===== src/rtl/fpu_seq_pkg.sv =====
// Shared types and constants for the FPU I/O sequencer: FSM states, beat tags,
// flag bit positions and the output beat payload.
package fpu_seq_pkg;

  localparam int unsigned TAG_W   = 2;
  localparam int unsigned BYTE_W  = 8;
  localparam int unsigned OPND_W  = 16;
  localparam int unsigned OP_W    = 4;

  // Flag bit positions inside fpu_flags / the status beat
  localparam int unsigned FLAG_NX = 0;
  localparam int unsigned FLAG_UF = 1;
  localparam int unsigned FLAG_OF = 2;
  localparam int unsigned FLAG_DZ = 3;
  localparam int unsigned FLAG_NV = 4;
  localparam int unsigned FLAGS_W = FLAG_NV + 1;

  localparam logic [TAG_W-1:0] TAG_NONE = 2'b00;
  localparam logic [TAG_W-1:0] TAG_A    = 2'b01;
  localparam logic [TAG_W-1:0] TAG_B    = 2'b10;
  localparam logic [TAG_W-1:0] TAG_CMD  = 2'b11;
  localparam logic [TAG_W-1:0] TAG_HI   = 2'b01;
  localparam logic [TAG_W-1:0] TAG_LO   = 2'b10;
  localparam logic [TAG_W-1:0] TAG_ST   = 2'b11;

  localparam logic [BYTE_W-1:0] ERR_BYTE = 8'hFF;

  typedef enum logic [2:0] {
    ST_IDLE,
    ST_ISSUE,
    ST_WAIT,
    ST_OUT_HI,
    ST_OUT_LO,
    ST_OUT_ST,
    ST_OUT_ERR
  } state_t;

  typedef struct packed {
    logic [TAG_W-1:0]  tag;
    logic [BYTE_W-1:0] val;
  } beat_t;

endpackage


===== src/rtl/fpu_io_sequencer_if.sv =====
// Pin-side beat bus and FPU-core handshake seen by the sequencer.
// master: the sequencer; slave: the pins/core environment around it.
interface fpu_io_sequencer_if;
  import fpu_seq_pkg::*;

  logic [TAG_W-1:0]   in_tag;
  logic [BYTE_W-1:0]  in_val;
  logic               ready;
  logic [TAG_W-1:0]   out_tag;
  logic [BYTE_W-1:0]  out_val;
  logic [OPND_W-1:0]  fpu_a;
  logic [OPND_W-1:0]  fpu_b;
  logic [OP_W-1:0]    fpu_op;
  logic               fpu_start;
  logic               fpu_abort;
  logic               fpu_done;
  logic [OPND_W-1:0]  fpu_result;
  logic [FLAGS_W-1:0] fpu_flags;

  modport master (
    input  in_tag, in_val, fpu_done, fpu_result, fpu_flags,
    output ready, out_tag, out_val, fpu_a, fpu_b, fpu_op, fpu_start, fpu_abort
  );

  modport slave (
    output in_tag, in_val, fpu_done, fpu_result, fpu_flags,
    input  ready, out_tag, out_val, fpu_a, fpu_b, fpu_op, fpu_start, fpu_abort
  );
endinterface


===== src/rtl/fpu_seq_watchdog.sv =====
// WAIT-state watchdog: counts WAIT cycles and flags expiry on the LIMIT-th one.
// Only instantiated when FPU_SEQ_TIMEOUT_EN is defined.
module fpu_seq_watchdog #(
  parameter int unsigned LIMIT = 64
) (
  input  logic clock,
  input  logic reset,
  input  logic clear,
  input  logic count_en,
  output logic expire_c
);

  localparam int unsigned CNT_W = $clog2(LIMIT + 1);

  logic [CNT_W-1:0] count_q;

  always_ff @(posedge clock) begin
    if (reset || clear) begin
      count_q <= '0;
    end else if (count_en) begin
      count_q <= count_q + CNT_W'(1);
    end
  end

  // Expires during the cycle whose edge would complete the LIMIT-th WAIT cycle
  assign expire_c = count_en && (count_q == CNT_W'(LIMIT - 1));

endmodule


===== src/rtl/fpu_io_sequencer.sv =====
// Byte-beat front end for the 16-bit FPU core: loads operands, issues one op,
// serializes result and flags. Define FPU_SEQ_TIMEOUT_EN to bound the WAIT state.
module fpu_io_sequencer
  import fpu_seq_pkg::*;
#(
  parameter int unsigned TIMEOUT_CYCLES = 64
) (
  input  logic                clock,
  input  logic                reset,
  fpu_io_sequencer_if.master  bus
);

  state_t               state_q, state_n;
  logic                 ready_q, start_q;
  beat_t                beat_q, beat_n;
  logic [OPND_W-1:0]    a_q, a_n, b_q, b_n, res_q, res_n;
  logic [OP_W-1:0]      op_q, op_n;
  logic [FLAGS_W-1:0]   flags_q, flags_n;
  logic                 accept_c, done_c, timeout_c;

  if (TIMEOUT_CYCLES < 1) begin : g_bad_timeout
    $error("TIMEOUT_CYCLES must be at least 1");
  end

`ifdef FPU_SEQ_TIMEOUT_EN
  logic abort_q;

  fpu_seq_watchdog #(
    .LIMIT(TIMEOUT_CYCLES)
  ) u_watchdog (
    .clock    (clock),
    .reset    (reset),
    .clear    (state_q != ST_WAIT),
    .count_en (state_q == ST_WAIT),
    .expire_c (timeout_c)
  );

  always_ff @(posedge clock) begin
    if (reset) abort_q <= 1'b0;
    else       abort_q <= (state_n == ST_OUT_ERR);
  end

  assign bus.fpu_abort = abort_q;
`else
  assign timeout_c     = 1'b0;
  assign bus.fpu_abort = 1'b0;
`endif

  // ready_q doubles as the accept qualifier, so the first post-reset edge drops beats
  assign accept_c = ready_q;
  assign done_c   = (state_q == ST_WAIT) && bus.fpu_done;

  always_comb begin
    state_n = state_q;
    a_n     = a_q;
    b_n     = b_q;
    op_n    = op_q;
    res_n   = res_q;
    flags_n = flags_q;
    beat_n  = '{tag: TAG_NONE, val: 8'h00};

    case (state_q)
      ST_IDLE: begin
        if (accept_c) begin
          case (bus.in_tag)
            TAG_A:   a_n = {a_q[BYTE_W-1:0], bus.in_val};
            TAG_B:   b_n = {b_q[BYTE_W-1:0], bus.in_val};
            TAG_CMD: begin
              op_n    = bus.in_val[OP_W-1:0];
              state_n = ST_ISSUE;
            end
            default: ;
          endcase
        end
      end
      ST_ISSUE:  state_n = ST_WAIT;
      ST_WAIT: begin
        if (done_c) begin
          res_n   = bus.fpu_result;
          flags_n = bus.fpu_flags;
          state_n = ST_OUT_HI;
        end else if (timeout_c) begin
          state_n = ST_OUT_ERR;
        end
      end
      ST_OUT_HI: state_n = ST_OUT_LO;
      ST_OUT_LO: state_n = ST_OUT_ST;
      ST_OUT_ST: state_n = ST_IDLE;
      default:   state_n = ST_IDLE;
    endcase

    // Output beat for the state about to be entered, so it registers alongside it
    case (state_n)
      ST_OUT_HI:  beat_n = '{tag: TAG_HI, val: res_n[OPND_W-1:BYTE_W]};
      ST_OUT_LO:  beat_n = '{tag: TAG_LO, val: res_n[BYTE_W-1:0]};
      ST_OUT_ST:  beat_n = '{tag: TAG_ST, val: {3'b000, flags_n}};
      ST_OUT_ERR: beat_n = '{tag: TAG_ST, val: ERR_BYTE};
      default:    ;
    endcase
  end

  always_ff @(posedge clock) begin
    if (reset) state_q <= ST_IDLE;
    else       state_q <= state_n;
  end

  always_ff @(posedge clock) begin
    if (reset) begin
      ready_q <= 1'b0;
      start_q <= 1'b0;
      beat_q  <= '0;
      a_q     <= '0;
      b_q     <= '0;
      op_q    <= '0;
      res_q   <= '0;
      flags_q <= '0;
    end else begin
      ready_q <= (state_n == ST_IDLE);
      start_q <= (state_n == ST_ISSUE);
      beat_q  <= beat_n;
      a_q     <= a_n;
      b_q     <= b_n;
      op_q    <= op_n;
      res_q   <= res_n;
      flags_q <= flags_n;
    end
  end

  assign bus.ready     = ready_q;
  assign bus.fpu_start = start_q;
  assign bus.out_tag   = beat_q.tag;
  assign bus.out_val   = beat_q.val;
  assign bus.fpu_a     = a_q;
  assign bus.fpu_b     = b_q;
  assign bus.fpu_op    = op_q;

endmodule


===== src/flat_wrapper.sv =====
// flat-port wrapper written by rule: the top's interface ports become plain ports
module fpu_io_sequencer_flat import fpu_seq_pkg::*;
#(
  parameter int unsigned TIMEOUT_CYCLES = 64
)
  (clock, reset, bus_in_tag, bus_in_val, bus_fpu_done, bus_fpu_result, bus_fpu_flags, bus_ready, bus_out_tag, bus_out_val, bus_fpu_a, bus_fpu_b, bus_fpu_op, bus_fpu_start, bus_fpu_abort);
  fpu_io_sequencer_if bus_i ();
  input  logic clock;
  input  logic reset;
  input wire logic [$bits(bus_i.in_tag)-1:0] bus_in_tag;
  input wire logic [$bits(bus_i.in_val)-1:0] bus_in_val;
  input wire logic [$bits(bus_i.fpu_done)-1:0] bus_fpu_done;
  input wire logic [$bits(bus_i.fpu_result)-1:0] bus_fpu_result;
  input wire logic [$bits(bus_i.fpu_flags)-1:0] bus_fpu_flags;
  output wire logic [$bits(bus_i.ready)-1:0] bus_ready;
  output wire logic [$bits(bus_i.out_tag)-1:0] bus_out_tag;
  output wire logic [$bits(bus_i.out_val)-1:0] bus_out_val;
  output wire logic [$bits(bus_i.fpu_a)-1:0] bus_fpu_a;
  output wire logic [$bits(bus_i.fpu_b)-1:0] bus_fpu_b;
  output wire logic [$bits(bus_i.fpu_op)-1:0] bus_fpu_op;
  output wire logic [$bits(bus_i.fpu_start)-1:0] bus_fpu_start;
  output wire logic [$bits(bus_i.fpu_abort)-1:0] bus_fpu_abort;
  assign bus_i.in_tag = bus_in_tag;
  assign bus_i.in_val = bus_in_val;
  assign bus_i.fpu_done = bus_fpu_done;
  assign bus_i.fpu_result = bus_fpu_result;
  assign bus_i.fpu_flags = bus_fpu_flags;
  assign bus_ready = bus_i.ready;
  assign bus_out_tag = bus_i.out_tag;
  assign bus_out_val = bus_i.out_val;
  assign bus_fpu_a = bus_i.fpu_a;
  assign bus_fpu_b = bus_i.fpu_b;
  assign bus_fpu_op = bus_i.fpu_op;
  assign bus_fpu_start = bus_i.fpu_start;
  assign bus_fpu_abort = bus_i.fpu_abort;
  fpu_io_sequencer #(.TIMEOUT_CYCLES(TIMEOUT_CYCLES)) u_core (.clock(clock), .reset(reset), .bus(bus_i));
endmodule

===== config.mk =====
export PLATFORM = sky130hd
export DESIGN_NAME = fpu_io_sequencer_flat
export DESIGN_NICKNAME = d
export VERILOG_FILES = /design/src/rtl/fpu_seq_pkg.sv /design/src/rtl/fpu_io_sequencer_if.sv /design/src/rtl/fpu_seq_watchdog.sv /design/src/rtl/fpu_io_sequencer.sv /design/src/flat_wrapper.sv
export SDC_FILE = /design/constraint.sdc
export NUM_CORES = 1
export LEC_CHECK = 0
export ABC_AREA = 1
export CORE_AREA = 2 2 74 147
export DETAILED_ROUTE_END_ITERATION = 10
export DIE_AREA = 0 0 76 149
export HOLD_SLACK_MARGIN = 0.02
export PLACE_DENSITY = 0.57
export SYNTH_ARGS = -nofsm -noshare
export SYNTH_HDL_FRONTEND = slang
export SYNTH_SLANG_ARGS = --single-unit

===== constraint.sdc =====
create_clock -name clock -period 1.9 [get_ports clock]
set_clock_uncertainty 0.15 [all_clocks]
set_input_delay 0.475 -clock clock [delete_from_list [all_inputs] [get_ports clock]]
set_output_delay 0.475 -clock clock [all_outputs]
set_load 0.01 [all_outputs]

==> reports/results.ini, run 1 <==
[final_layout]
nFillCells = 1111
antenna_cells = 0
fin_util = 0.3737
nNetsFinal = 471
area_growth_pct = 52.43
register_area_um2 = 1281
multiInputGateArea_um2 = 988.4
final_layout_size_suffix_gt1_frac = 0.09297
final_area_um2 = 3841

[timing]
tns_ps = 0
rsz0062_at_grt = no
slew_viol_final = 0
finalSetupViolations = 0
hold_viol_final = 0
timing.fmax_ghz = 0.5357
fin_ws_ps = 33.34
min_period_ps = 1867
finalCritPeriodShare = 0.9825

[hold_path]
hp-class = register to register
min-delay-start = u_core.bus.fpu_b[9]$_SDFFE_PP0P_

[global_route]
grt_util_met3 = 0.04056
grt_pass1_vias = 2275
grt.met2_usage = 0.1879
antenna_found_initial = 0
grt_max_degree = 42
use_met1 = 0.1567
track_usage = 0.1225
grt.overflow.total = 0
grt_pass1_wl_um = 10920
globalRoute.busiestLayer = met2

[clock_tree]
path_clk_slew_ps = 50
cts_buffer_depth = 2
clock_latency_ps = 320
cts_tree = done
cts-root-buf = clkbuf_16
htree_levels = 3
clkSinkCount = 64
cts_setup_buffers = 0
cts_buffers = 9
cts_hold_buf = 0

[detailed_routing]
wl_um = 6453
vias = 2398
wl_per_cell_um = 11.16
avgViaCountPerCell = 4.149
final_antenna_net_count = 0
drtIter0Drc = 111
drc = 0
drt_first_pass_iters = 4

[synth]
synth_cells = 344
yosysSeqAreaShare = 0.5084
synthFlopType = dfxtp_1
ys_top_cells_by_count = 73 x nor2_1, 64 x dfxtp_1, 49 x nand2_1
synthArstFlopShare = 0
synth.area.top_cells = dfxtp_1 51%, nor2_1 11%, nand2_1 7.3%
syn-cell-area_um2 = 2520
syn_area_per_cell_um2 = 7.325
yosysTopAreaCellShare = 0.5084
synthMostInstantiatedCell = nor2_1
synth_edf_count = 0
ys_types = 23
ys_ff_latch = 64
synth_area_leader_cell = dfxtp_1
ys_warn_count = 0
syn_nets = 378

[placement]
post_dp_cell_area_um2 = 3577
globalplace.congestion = 0.7467
dp_hpwl_um = 4524
portBuffers = 81
post-place-ws_ps = -92.90

[setup_path]
crit_buf_inv = 1
cp-start-kind = register
critPathRequiredTime_ps = 1270
r2r_start = u_core.state_q[2]$_SDFF_PP0_
crit_chain = clkdlybuf4s50_1
crit_path_max_incr_delay_ps = 560
critPathKind = register to output port
worst_ep_arrival_time_ps = 1240
slowest_stage = clkdlybuf4s50_1
endpoint_kind = output port
critPathLaunch = u_core.bus.fpu_a[2]$_SDFFE_PP0P_
crit_fanout = 3
crit_family = buffers and inverters

[floorplan]
io_pins = 83
die_area_um2 = 11320
start_util = 0.2452
rows = 53
die_height_um = 149
die_x_um = 76
core_um2 = 10280

[power]
p_leak_nw = 1.730
power_density_nw_per_um2 = 862.7
power.total_mw = 3.314
vdd_drop_max_v = 0.0004736

[flow_run]
drv_cap = 0

[run_status]
status = completed

==> state kept, by name (all words and copies together), names as in the netlist <==
register / count
u_core.state_q: 3
u_core.bus.fpu_a: 16
u_core.bus.ready: 1
u_core.bus.fpu_op: 4
u_core.bus.out_val: 8
u_core.bus.out_tag: 2
u_core.flags_q: 5
u_core.bus.fpu_start: 1
u_core.bus.fpu_b: 16
u_core.res_q: 8
==> kinds of logic after synthesis <==
kind of cell / after synthesis / synth area share
flip-flops: 64 / 0.5084
buffers and inverters: 60 / 0.09930
other: 1 / 0.001488
AO/OA/AOI/OAI: 43 / 0.08590
AND/OR/NAND/NOR: 176 / 0.3049
==> report_power, final <==
group	total (mW)	leakage, nW	internal (mW)	switching [mW]
clock	1.41	0.121	0.874	0.537
sequential	1.45	0.520	1.41	0.0396
combinational	0.449	1.09	0.234	0.215
total	3.31	1.73	2.52	0.792
==> per-layer routing <==
metal | vias up | routed length (um)
met4 | 0 | 123
met3 | 10 | 376
li1 | 1270 | -
met2 | 75 | 2800
met5 | - | 0
met1 | 1043 | 3152
==> timing repair <==
item,CTS,global route
endpoints found under the setup margin,0,6
gates resized for setup,0,6
hold endpoints to repair,0,0
==> through the flow <==
| step | hold WS [ps] | cells |
|---|---|---|
| after global placement | 312.8 | 563 |
| after CTS | 335.0 | 578 |
| after floorplan | 338.5 | 344 |
| final | 327.3 | 578 |
| after detailed placement | 323.1 | 563 |
| after global routing | 359.0 | 578 |
==> placed cells by master (no fill, tap or decap) <==
cell type         n
nand3_1          29
a31oi_1           1
nand3b_1          2
inv_1            37
clkinv_2          1
nor2_4            2
nand2_1          49
a21oi_1           7
dfxtp_1          64
nand2_2           2
nor2_1           73
buf_4            17
nor2_2            1
dlymetal6s2s_1    6
nor3_1           14
nor3b_1           2
nor4_2            1
nand2_4           1
buf_12            2
clkdlybuf4s50_1  75
conb_1            1
o21ai_1          18
clkbuf_16         9
clkbuf_1          5
o21ai_0          17
inv_2             5
==> final timing paths <==
check | endpoint | slack (ps) | depth (start not counted)
hold reg to reg | u_core.bus.fpu_b[9]$_SDFFE_PP0P_ | 330 | 2
setup / recovery | bus_fpu_a[2] | 30 | 1
hold / removal | u_core.bus.fpu_b[9]$_SDFFE_PP0P_ | 330 | 2
setup reg to reg | u_core.bus.ready$_SDFF_PP0_ | 340 | 6
==> worst register-to-register path: cells and delay by family, from the launching register on <==
| kind | cells | cell delay [ps] |
|---|---|---|
| DFF | 1 | 420 |
| buffers and inverters | 3 | 480 |
| and+or+nand+nor | 3 | 410 |
==> cell type report <==
type / instances / share of cell area
Inverter: 42 / 0.04104
Tap cell: 137 / 0.04463
Multi-Input combinational cell: 220 / 0.2573
Clock inverter: 1 / 0.001303
Clock buffer: 14 / 0.06352
Timing Repair Buffer: 100 / 0.2586
Sequential cell: 64 / 0.3336
Note: power is estimated with default switching activity, not from simulation.
==> inputs of run 2 (changes only) <==
--- a/config.mk
+++ b/config.mk
@@ -6,9 +6,9 @@
 export NUM_CORES = 1
 export LEC_CHECK = 0
 export ABC_AREA = 1
-export CORE_AREA = 2 2 74 147
+export CORE_AREA = 10 10 82 155
 export DETAILED_ROUTE_END_ITERATION = 10
-export DIE_AREA = 0 0 76 149
+export DIE_AREA = 0 0 92 165
 export HOLD_SLACK_MARGIN = 0.02
 export PLACE_DENSITY = 0.57
 export SYNTH_ARGS = -nofsm -noshare
==> run 2 against run 1 <==
- setup slack gained 15 ps
- power increased by 3.7%
- first-iteration DRC count shrank 49%
- register-to-register slack improved by 50 ps
- core utilization rose by 0.73 points
- fmax is 0.83% higher
- final area rose by 0.68%
- largest power group is now the clock network
==> reports/results.ini, run 2 (synthesized netlist as in run 1, its figures left out) <==
[run_status]
status = completed

[setup_path]
worst_ep_arrival_time_ps = 1230
crit_path_max_incr_delay_ps = 550
critPathRequiredTime_ps = 1270
crit_buf_inv = 1
slowest_stage = clkdlybuf4s50_1
cp-start-kind = register
crit_family = buffers and inverters
crit_fanout = 3
critPathLaunch = u_core.bus.fpu_b[7]$_SDFFE_PP0P_
r2r_start = u_core.state_q[0]$_SDFF_PP0_
endpoint_kind = output port
r2r_end = u_core.bus.ready$_SDFF_PP0_
critPathKind = register to output port
reg2reg_slack_ps = 390
crit_chain = clkdlybuf4s50_1
r2r_cells = 6
cp.depth = 1
cp-endpoint = bus_fpu_b[7]

[global_route]
track_usage = 0.1006
grt.met2_usage = 0.1923
grt_util_met3 = 0.03729
grt_max_degree = 37
use_met1 = 0.08873
grt.overflow.total = 0
grt_pass1_vias = 2414
antenna_found_initial = 0
globalRoute.busiestLayer = met2
grt_pass1_wl_um = 11970

[final_layout]
final_layout_size_suffix_gt1_frac = 0.1020
antenna_cells = 0
nFillCells = 1101
nNetsFinal = 470
final_area_um2 = 3867
fin_cells = 576
area_growth_pct = 53.48
fin_util = 0.3810
final_common_cell = nor2_1
final_cell_mix = 73 x nor2_1, 66 x clkdlybuf4s50_1, 64 x dfxtp_1, 49 x nand2_1, 37 x inv_1

[timing]
hold_viol_final = 0
finalSetupViolations = 0
min_period_ps = 1851
finalCritPeriodShare = 0.9744
rsz0062_at_grt = no
timing.fmax_ghz = 0.5402
slew_viol_final = 0

[clock_tree]
cts_hold_buf = 0
cts-root-buf = clkbuf_16
htree_levels = 3
clkSinkCount = 64
cts_buffer_depth = 2
path_clk_slew_ps = 50
cts_buffers = 9
clock_latency_ps = 320
cts_tree = done

[floorplan]
die_area_um2 = 15180
rows = 52
die_x_um = 92
start_util = 0.2483
io_pins = 83
die_height_um = 165
core_um2 = 10150

[detailed_routing]
final_antenna_net_count = 0
wl_um = 7418
drt_first_pass_iters = 4
avgViaCountPerCell = 4.141
vias = 2385
drtIter0Drc = 57
drc = 0
wl_per_cell_um = 12.88

[power]
power_density_nw_per_um2 = 888.6
p_leak_nw = 1.830
vdd_drop_max_v = 0.0004528

[placement]
dp_cells = 560
globalplace.congestion = 0.7957
post_dp_cell_area_um2 = 3567
dp_hpwl_um = 5954
portBuffers = 81

[hold_path]
hp-class = register to register

[flow_run]
drv_cap = 0

-- run 2: cell count changes in the layout (fill, tap and decap cells not counted), sizes merged --
cell	before	now
clkdlybuf4s50	75	66
dlygate4sd2	0	6
dlymetal6s2s	6	9
clkinv	1	3
buf	19	18
clkbuf	14	13
-- run 2: worst min-delay path, delay by kind of cell, from the launching register on --
family                 cells  cell delay (ps)
AO/OA/AOI/OAI              1               50
buffers and inverters      1               60
flip-flops                 1              310
-- run 2: cell type report --
type	count	area (um^2)	area share
clock buffer	13	270.3	0.06988
clock inverter	3	15.01	0.003882
inverter	42	157.7	0.04076
multi-input combinational	220	988.4	0.2556
sequential	64	1281	0.3313
tap	135	168.9	0.04368
timing repair buffer	99	985.9	0.2549
-- run 2: power breakdown --
part | switching, mW | leakage [nW] | internal (mW) | total, mW
clock network | 0.554 | 0.145 | 0.981 | 1.54
logic | 0.220 | 1.16 | 0.227 | 0.447
registers | 0.0408 | 0.520 | 1.41 | 1.45
-- run 2: per-stage QoR --
| stage | total power [mW] | worst slack, ps | setup TNS, ps | hold slack (ps) |
|---|---|---|---|---|
| final | 3.437 | 48.73 | 0 | 319.5 |
| after global routing | 3.616 | 1.506 | 0 | 367.7 |
| after CTS | 3.493 | 3.131 | 0 | 324.1 |
| after detailed placement | 1.950 | -21.74 | -24.73 | 315.5 |
| after global placement | 1.942 | -2.551 | -2.853 | 314.3 |
| after floorplan | 1.688 | 466.7 | 0 | 338.5 |
-- run 2: worst min-delay path by stage --
stage	from	end	depth (start not counted)
2_1_floorplan	u_core.bus.fpu_a[7]$_SDFFE_PP0P_	u_core.bus.fpu_a[15]$_SDFFE_PP0P_	2
5_1_grt	u_core.bus.fpu_b[13]$_SDFFE_PP0P_	u_core.bus.fpu_b[13]$_SDFFE_PP0P_	2
3_5_place_dp	u_core.bus.fpu_a[7]$_SDFFE_PP0P_	u_core.bus.fpu_a[15]$_SDFFE_PP0P_	2
3_3_place_gp	u_core.bus.fpu_b[14]$_SDFFE_PP0P_	u_core.bus.fpu_b[14]$_SDFFE_PP0P_	2
4_1_cts	u_core.bus.fpu_a[7]$_SDFFE_PP0P_	u_core.bus.fpu_a[15]$_SDFFE_PP0P_	2
6_report	u_core.bus.fpu_a[7]$_SDFFE_PP0P_	u_core.bus.fpu_a[15]$_SDFFE_PP0P_	2
-- run 2: per-layer routing --
metal  wire, um  share of wire  up-vias
met5          0              0        -
met4        153          0.021        0
met3        421          0.057       12
met2       4168           0.56       64
met1       2676           0.36     1055
li1           -              -     1254
-- run 2: timing repair --
| action | 4_1_cts | 5_1_grt |
|---|---|---|
| resized for setup | 6 | 9 |
| setup buffers | 0 | 0 |
| pin swaps | 0 | 0 |
| endpoints found under the setup margin | 6 | 9 |
==> inputs of run 3 (changes only) <==
--- a/config.mk
+++ b/config.mk
@@ -6,9 +6,9 @@
 export NUM_CORES = 1
 export LEC_CHECK = 0
 export ABC_AREA = 1
-export CORE_AREA = 10 10 82 155
+export CORE_AREA = 10 10 124 103
 export DETAILED_ROUTE_END_ITERATION = 10
-export DIE_AREA = 0 0 92 165
+export DIE_AREA = 0 0 134 113
 export HOLD_SLACK_MARGIN = 0.02
 export PLACE_DENSITY = 0.57
 export SYNTH_ARGS = -nofsm -noshare
==> run 3 against run 2 <==
- combinational power increased by 2%
- sequential share of layout area decreased by 0.36 points
- setup slack got worse by 11 ps
- critical path depth unchanged
- sequential cell count unchanged
- die area decreased by 0.25%
- clock power increased by 7%
- power increased by 3.5%
- register-to-register slack about the same
- routed wire length decreased by 1.5%
- critical endpoint is now bus_fpu_op[3]
==> reports/results.ini, run 3 (synthesized netlist as in run 1, its figures left out) <==
[clock_tree]
cts-root-buf = clkbuf_16
cts_buffer_depth = 2
cts_tree = done
clock_latency_ps = 320
htree_levels = 3
clkSinkCount = 64
cts_buffers = 9
cts_setup_buffers = 0
path_clk_slew_ps = 60

[setup_path]
slowest_stage = clkdlybuf4s50_1
cp.depth = 1
crit_chain = clkdlybuf4s50_1
cp-start-kind = register
r2r_end = u_core.bus.fpu_b[15]$_SDFFE_PP0P_
crit_family = buffers and inverters
crit_buf_inv = 1
crit_path_max_incr_delay_ps = 580
critPathRequiredTime_ps = 1270
reg2reg_slack_ps = 380
r2r_cells = 7
critPathKind = register to output port
r2r_start = u_core.state_q[2]$_SDFF_PP0_
cp-endpoint = bus_fpu_op[3]
endpoint_kind = output port
worst_ep_arrival_time_ps = 1240
critPathLaunch = u_core.bus.fpu_op[3]$_SDFFE_PP0P_
crit_fanout = 2

[power]
power_density_nw_per_um2 = 909.9
seqPwrFrac = 0.408
p_switching_uw = 859.7
p_clk_frac = 0.464
p_leak_nw = 1.837
p_int_mw = 2.698
p_comb_frac = 0.128
power.total_mw = 3.558
swShare = 0.2416
vdd_drop_max_v = 0.0003512

[floorplan]
die_height_um = 113
die_x_um = 134
rows = 33
start_util = 0.2471
die_area_um2 = 15140
io_pins = 83
core_um2 = 10200

[final_layout]
final_area_um2 = 3910
nNetsFinal = 471
final_cell_mix = 73 x nor2_1, 69 x clkdlybuf4s50_1, 64 x dfxtp_1, 49 x nand2_1, 37 x inv_1
final_layout_size_suffix_gt1_frac = 0.1063
nFillCells = 1069
final_common_cell = nor2_1
fin_util = 0.3834
antenna_cells = 0
fin_cells = 582
area_growth_pct = 55.16

[placement]
post-place-ws_ps = -38.61
dp_hpwl_um = 5529
globalplace.congestion = 0.7886
post_dp_cell_area_um2 = 3581
portBuffers = 81
dp_cells = 566

[timing]
rsz0062_at_grt = no
hold_ws_ps = 317.9
tns_ps = 0
min_period_ps = 1862
slew_viol_final = 0
finalSetupViolations = 0
hold_viol_final = 0
timing.fmax_ghz = 0.5371
fin_ws_ps = 38.07
finalCritPeriodShare = 0.9800

[detailed_routing]
wl_per_cell_um = 12.56
drtIter0Drc = 128
vias = 2395
drc = 0
wl_um = 7308
drt_first_pass_iters = 4
final_antenna_net_count = 0
avgViaCountPerCell = 4.115

[run_status]
status = completed

[global_route]
antenna_found_initial = 0
grt_pass1_vias = 2223
track_usage = 0.09367
grt_pass1_wl_um = 11490
grt_max_degree = 42
grt.overflow.total = 0

[flow_run]
drv_cap = 0

[hold_path]
holdPathStages = 2
hp-class = register to register

run 3: cell count changes in the layout (fill, tap and decap cells not counted):
cell and delta:
clkinv_2 -2, inv_6 +1, clkdlybuf4s50_1 +3, dlymetal6s2s_1 +1
clkbuf_1 -1, bufinv_16 +1, clkinv_4 +1, dlygate4sd2_1 -4
buf_4 +1, clkinvlp_4 +2, clkbuf_8 -2
run 3: what timing repair did:
item,CTS,global route
endpoints found under the setup margin,2,10
pin swaps,0,0
resized for setup,2,10
hold buffers,0,0
run 3: power by group through the flow:
| stage | Combinational (mW) | Clock, mW | Sequential (mW) |
|---|---|---|---|
| 2_1_floorplan | 0.187 | 0 | 1.50 |
| 6_report | 0.457 | 1.65 | 1.45 |
| 3_3_place_gp | 0.466 | 0 | 1.48 |
| 3_5_place_dp | 0.469 | 0 | 1.48 |
| 4_1_cts | 0.468 | 1.70 | 1.45 |
| 5_1_grt | 0.506 | 1.76 | 1.46 |
run 3: final cells by class:
cell class / count / area (um^2) / area share
multi-input combinational: 220 / 988.4 / 0.2528
tap: 140 / 175.2 / 0.04480
sequential: 64 / 1281 / 0.3277
timing repair buffer: 100 / 1001 / 0.2560
inverter: 42 / 157.7 / 0.04032
clock buffer: 10 / 239.0 / 0.06112
clock inverter: 6 / 67.56 / 0.01728
run 3: routing by layer:
metal  wire length, um  vias up  share of wire  GRT usage
met1              3345     1058           0.46     0.1136
met2              3274       56           0.45     0.1425
li1                  -     1274              -          -
met4               101        0          0.014    0.03765
met3               587        7          0.080    0.04111
met5                 0        -              0          0
run 3: how the worst min path moves through the flow:
stage / end / from / slack [ps]
detailed placement: u_core.bus.fpu_a[15]$_SDFFE_PP0P_ / u_core.bus.fpu_a[7]$_SDFFE_PP0P_ / 320
global route: u_core.bus.fpu_a[15]$_SDFFE_PP0P_ / u_core.bus.fpu_a[7]$_SDFFE_PP0P_ / 360
finish: u_core.bus.fpu_a[15]$_SDFFE_PP0P_ / u_core.bus.fpu_a[7]$_SDFFE_PP0P_ / 320
global placement: u_core.bus.fpu_a[15]$_SDFFE_PP0P_ / u_core.bus.fpu_a[7]$_SDFFE_PP0P_ / 310
CTS: u_core.bus.fpu_a[15]$_SDFFE_PP0P_ / u_core.bus.fpu_a[7]$_SDFFE_PP0P_ / 330
floorplan: u_core.bus.fpu_a[15]$_SDFFE_PP0P_ / u_core.bus.fpu_a[7]$_SDFFE_PP0P_ / 340
